<file path="src/rtl/keys_debounce_pkg.sv">
`default_nettype none
// ============================================================================
// Module      : pk_keys (package)
// Description : Shared widths and default timing for the keys/switches
//               debouncer.
// Revision    : 1.0 - initial release
// ============================================================================
package pk_keys;

    localparam int KEY_W               = 4;
    localparam int SW_W                = 10;
    localparam int DEBOUNCE_CYCLES_DEF = 50000;
    localparam int CNT_W_DEF           = 16;

    typedef logic [KEY_W-1:0] key_vec_t;
    typedef logic [SW_W-1:0]  sw_vec_t;

endpackage : pk_keys
`default_nettype wire

</file>
<file path="src/rtl/keys_debounce_bit.sv">
`default_nettype none
// ============================================================================
// Module      : debounce_bit
// Description : Two-flop synchronizer, stability counter and debounced
//               register for a single asynchronous input bit.
// Revision    : 1.0 - initial release
// ============================================================================
module debounce_bit
    import pk_keys::*;
#(
    parameter int   DEBOUNCE_CYCLES = DEBOUNCE_CYCLES_DEF,
    parameter int   CNT_W           = CNT_W_DEF,
    parameter logic RESET_VAL       = 1'b0
) (
    input  logic clk,
    input  logic rst,
    input  logic i_raw,
    output logic o_level
);

    localparam logic [CNT_W-1:0] C_CNT_LAST = CNT_W'(DEBOUNCE_CYCLES - 1);

    logic             r_sync1;
    logic             r_sync2;
    logic             r_level;
    logic [CNT_W-1:0] r_cnt;

    always_ff @(posedge clk) begin
        if (rst) begin
            r_sync1 <= RESET_VAL;
            r_sync2 <= RESET_VAL;
            r_level <= RESET_VAL;
            r_cnt   <= '0;
        end else begin
            r_sync1 <= i_raw;
            r_sync2 <= r_sync1;
            // Any sample agreeing with the accepted level restarts the run.
            if (r_sync2 == r_level) begin
                r_cnt <= '0;
            end else if (r_cnt == C_CNT_LAST) begin
                r_level <= r_sync2;
                r_cnt   <= '0;
            end else begin
                r_cnt <= r_cnt + CNT_W'(1);
            end
        end
    end

    assign o_level = r_level;

endmodule : debounce_bit
`default_nettype wire

</file>
<file path="src/rtl/keys_debounce.sv">
`default_nettype none
// ============================================================================
// Module      : keys_debounce
// Description : Debounces 4 active-low keys and 10 slide switches, generates
//               one-cycle key press pulses. Define KEYS_EDGE_EN to add sticky
//               per-key press flags with write-1-to-clear strobes.
// Revision    : 1.0 - initial release
// ============================================================================
module keys_debounce
    import pk_keys::*;
#(
    parameter int DEBOUNCE_CYCLES = DEBOUNCE_CYCLES_DEF,
    parameter int CNT_W           = CNT_W_DEF
) (
    input  logic             pclk,
    input  logic             preset,
    input  logic [KEY_W-1:0] key_raw,
    input  logic [SW_W-1:0]  sw_raw,
    output logic [KEY_W-1:0] key,
    output logic [SW_W-1:0]  sw,
    output logic [KEY_W-1:0] key_press
`ifdef KEYS_EDGE_EN
    ,
    output logic [KEY_W-1:0] key_event,
    input  logic [KEY_W-1:0] key_event_clr
`endif
);

    key_vec_t r_key_d;
    key_vec_t r_key_press;

    for (genvar i = 0; i < KEY_W; i++) begin : g_key
        debounce_bit #(
            .DEBOUNCE_CYCLES (DEBOUNCE_CYCLES),
            .CNT_W           (CNT_W),
            .RESET_VAL       (1'b1)
        ) u_key (
            .clk     (pclk),
            .rst     (preset),
            .i_raw   (key_raw[i]),
            .o_level (key[i])
        );
    end

    for (genvar i = 0; i < SW_W; i++) begin : g_sw
        debounce_bit #(
            .DEBOUNCE_CYCLES (DEBOUNCE_CYCLES),
            .CNT_W           (CNT_W),
            .RESET_VAL       (1'b0)
        ) u_sw (
            .clk     (pclk),
            .rst     (preset),
            .i_raw   (sw_raw[i]),
            .o_level (sw[i])
        );
    end

    // Keys are active-low, so a press is a debounced 1->0 edge.
    always_ff @(posedge pclk) begin
        if (preset) begin
            r_key_d     <= '1;
            r_key_press <= '0;
        end else begin
            r_key_d     <= key;
            r_key_press <= r_key_d & ~key;
        end
    end

    assign key_press = r_key_press;

`ifdef KEYS_EDGE_EN
    key_vec_t r_key_event;

    // A press arriving with a clear strobe keeps the flag set.
    always_ff @(posedge pclk) begin
        if (preset) begin
            r_key_event <= '0;
        end else begin
            r_key_event <= r_key_press | (r_key_event & ~key_event_clr);
        end
    end

    assign key_event = r_key_event;
`endif

endmodule : keys_debounce
`default_nettype wire
</file>
<file path="config.mk">
export PLATFORM = sky130hd
export DESIGN_NAME = keys_debounce
export DESIGN_NICKNAME = d
export VERILOG_FILES = /design/src/rtl/keys_debounce_pkg.sv /design/src/rtl/keys_debounce_bit.sv /design/src/rtl/keys_debounce.sv
export SDC_FILE = /design/constraint.sdc
export NUM_CORES = 1
export LEC_CHECK = 0
export ABC_AREA = 1
export BUFFER_PORTS_ARGS = -buffer_cell sky130_fd_sc_hd__buf_2
export CORE_UTILIZATION = 60
export CTS_CLUSTER_DIAMETER = 150
export DETAILED_ROUTE_END_ITERATION = 6
export GPL_TIMING_DRIVEN = 0
export PLACE_DENSITY = 0.75
export SETUP_SLACK_MARGIN = 0.3
export SYNTH_ARGS = -nofsm -noshare
export SYNTH_HDL_FRONTEND = slang
export SYNTH_SLANG_ARGS = --single-unit
</file>
<file path="constraint.sdc">
create_clock -name pclk -period 2.9 [get_ports pclk]
set_input_delay 0 -clock pclk [delete_from_list [all_inputs] [get_ports pclk]]
set_output_delay 0 -clock pclk [all_outputs]
set_load 0.005 [all_outputs]
</file>
==> impl_metrics.env <==
export IMPL_synth_fp_nets=1895
export IMPL_die_h_microns=151
export IMPL_worst_path_max_fanout=10
export IMPL_die_area_sq_mm=0.0227
export IMPL_grt_max_degree=15
export IMPL_syn_inst=1865
export IMPL_num_antenna_cells=0
export IMPL_min_period_ns=1.61
export IMPL_dpl_worst_slack_ns=1.34
export IMPL_setup_violations=0
export IMPL_worstSetupStartpointType="register"
export IMPL_grt_ovfl_total=0
export IMPL_worstPathRequired_ns=3.33
export IMPL_leakage_nw=4.91
export IMPL_end_kind="register"
export IMPL_routed_wl_microns=25700
export IMPL_placeableCoreArea_sq_mm=0.0218
export IMPL_cts_buffer_depth=3
export IMPL_fin_tns_setup_ns=0
export IMPL_ys_seq_area_share_pct=41.3
export IMPL_ys_warn_count=0
export IMPL_ys_flop_type="dfxtp_1"
export IMPL_io_pins=34
export IMPL_via_count=11400
export IMPL_dp_cells=2177
export IMPL_slew_viol_final=0
export IMPL_drive_above_1_share_pct=14.2
export IMPL_vias_per_cell=5.06
export IMPL_synth_edf_count=0
export IMPL_holdCritPathClass="primary input to register"
export IMPL_status="complete, no violations"
export IMPL_clock_latency_ns=0.55
export IMPL_drtIter0Drc=544
export IMPL_finalClockSkew_ns=0.0128
export IMPL_area_delta_synth_final_pct=12.7
export IMPL_drc=0
export IMPL_postSynthAreaPerCell_sq_um=7.12
export IMPL_grt_pass1_wl_microns=44700
export IMPL_maxCapViolCount=0
export IMPL_irDropWorstVdd_v=0.000443
export IMPL_fmax_mhz=623
export IMPL_root_buffer="clkbuf_16"
export IMPL_worstMarginPinSlew_ns=0.795
export IMPL_dr_pass1_iters=5
export IMPL_totalPowerFinal_mw=7.79
export IMPL_slew_headroom_pct=47.0
export IMPL_initial_core_util_pct=61.1
export IMPL_synthTopCellsByCount="nand2_1, nor2_1, dfxtp_1"
export IMPL_grt_pass1_vias=10500
export IMPL_final_instance_count_excl_fill=2247
export IMPL_yosys_cell_count_top_type="nand2_1"
export IMPL_cts_buffers=30
export IMPL_cts_tree="done"
export IMPL_synth_distinct_cells=34
export IMPL_fin_ws_ns=1.30
export IMPL_std_cell_rows=54
export IMPL_antenna_found_initial=0
export IMPL_rsz0062_at_grt="false"
export IMPL_antenna_left=0
export IMPL_arrival_ns=2.03
export IMPL_clk_pin_slew_worst_paths_ns=0.06
export IMPL_hold_violations=0
export IMPL_yosys_area_top_type_share_pct=41.3
export IMPL_synth_top_area_cell="dfxtp_1"
export IMPL_power_density_mw_per_mm2=520
export IMPL_wire_per_inst_microns=11.4
export IMPL_cts_sinks=274
export IMPL_crit_type="register to register"
export IMPL_syn_cell_area_sq_mm=0.0133
export IMPL_gr_usage_all_layers_pct=23.2
export IMPL_fp_dieW_microns=151
export IMPL_finalNetCount=1974
export IMPL_post_route_period_util_pct=55.3
export IMPL_ctsResizeCount=0
export IMPL_htreeDepth=1
export IMPL_async_reset_ff_share_pct=0
export IMPL_gp_congestion=0.890
export IMPL_worst_hold_slack_ns=0.189
export IMPL_ys_ff_latch=274
export IMPL_dp_hpwl_microns=18600
export IMPL_port_buffers=32
export IMPL_synthTopCellsByArea="dfxtp_1, nand2_1, nor2_1, inv_1, nand3_1"
## stage by stage
step                      area (sq um)  util [%]
after global placement           13800      63.4
after CTS                        15000      68.8
after detailed placement         13800      63.4
after global routing             15000      68.8
final                            15000      68.8
after floorplan                  13300         -
## power breakdown
group | leakage (nW) | internal [mW] | total [mW] | switching, mW
registers | 2.21 | 3.79 | 3.80 | 0.0135
clock network | 0.504 | 2.38 | 3.85 | 1.47
logic | 2.19 | 0.0565 | 0.135 | 0.0785
## timing repair
item / 4_1_cts / 5_1_grt
hold buffers: 15 / 0
hold endpoints to repair: 42 / 0
setup buffers: 0 / 0
## cells by family (layout without fill, tap and decap cells)
group	count (synthesis)	in the layout	share of synthesized area [%]
flops	274	274	41.3
compound gates	147	147	6.24
xor+xnor	85	85	5.60
buf+inv	254	356	8.59
simple gates	1091	1091	37.0
fa+ha+maj	14	14	1.32
## layout make-up
class	instances	area [sq um]
plain buffers	34	314
flip-flops and latches	274	5490
multi-input cells	1337	6660
repair buffers	47	310
clock inverters	6	82.6
well taps	280	350
clock buffers	49	943
fillers	1882	6780
inverters	220	827
## flip-flops by register name, indices dropped and copies added, names as in the netlist
register             count
r_key_d                  4
g_key.u_key.o_level      4
g_key.u_key.r_sync1      4
g_sw.u_sw.r_sync2       10
g_sw.u_sw.r_sync1       10
g_sw.u_sw.r_cnt        160
g_key.u_key.r_sync2      4
key_press                4
g_key.u_key.r_cnt       64
g_sw.u_sw.o_level       10
## cells in the final DEF (no fill, tap or decap), drive strengths merged, types with 4 or more instances in the layout
master and count:
buf 65, nand3b 4, inv 219, xor2 49
or2 28, dfxtp 274, ha 14, a21oi 117
xnor2 36, nand2 413, clkinv 4, nand3 157
clkbuf 50, nand4 73, o21a 4, nor2 414
o21ai 23, dlygate4sd3 15
## worst max-delay path, stage by stage, from the launching register on
cell and delay [ns]:
dfxtp_1 0.43, ha_1 0.27, nand3_2 0.14, nor2_2 0.17, nand3_2 0.13, nand2_4 0.15, buf_12 0.16, nor2_2 0.04
## final timing paths
path / cells after the start / startpoint / slack [ns] / end
max: 7 / g_key[1].u_key.r_cnt[0] / 1.30 / g_key[1].u_key.r_cnt[10]
min: 3 / key_raw[3] / 0.19 / g_key[3].u_key.r_sync1
max reg2reg: 7 / g_key[1].u_key.r_cnt[0] / 1.30 / g_key[1].u_key.r_cnt[10]
min reg2reg: 2 / g_sw[7].u_sw.r_sync1 / 0.39 / g_sw[7].u_sw.r_sync2
## routing by layer
| metal | vias to the layer above | wire length (microns) | GRT usage, % |
|---|---|---|---|
| met4 | 0 | 643 | 7.15 |
| met3 | 52 | 920 | 3.31 |
| li1 | 6053 | - | - |
| met5 | - | 0 | 0 |
| met2 | 164 | 11800 | 39.4 |
| met1 | 5105 | 12400 | 30.4 |
No activity file was read; power rests on OpenSTA's default activity.
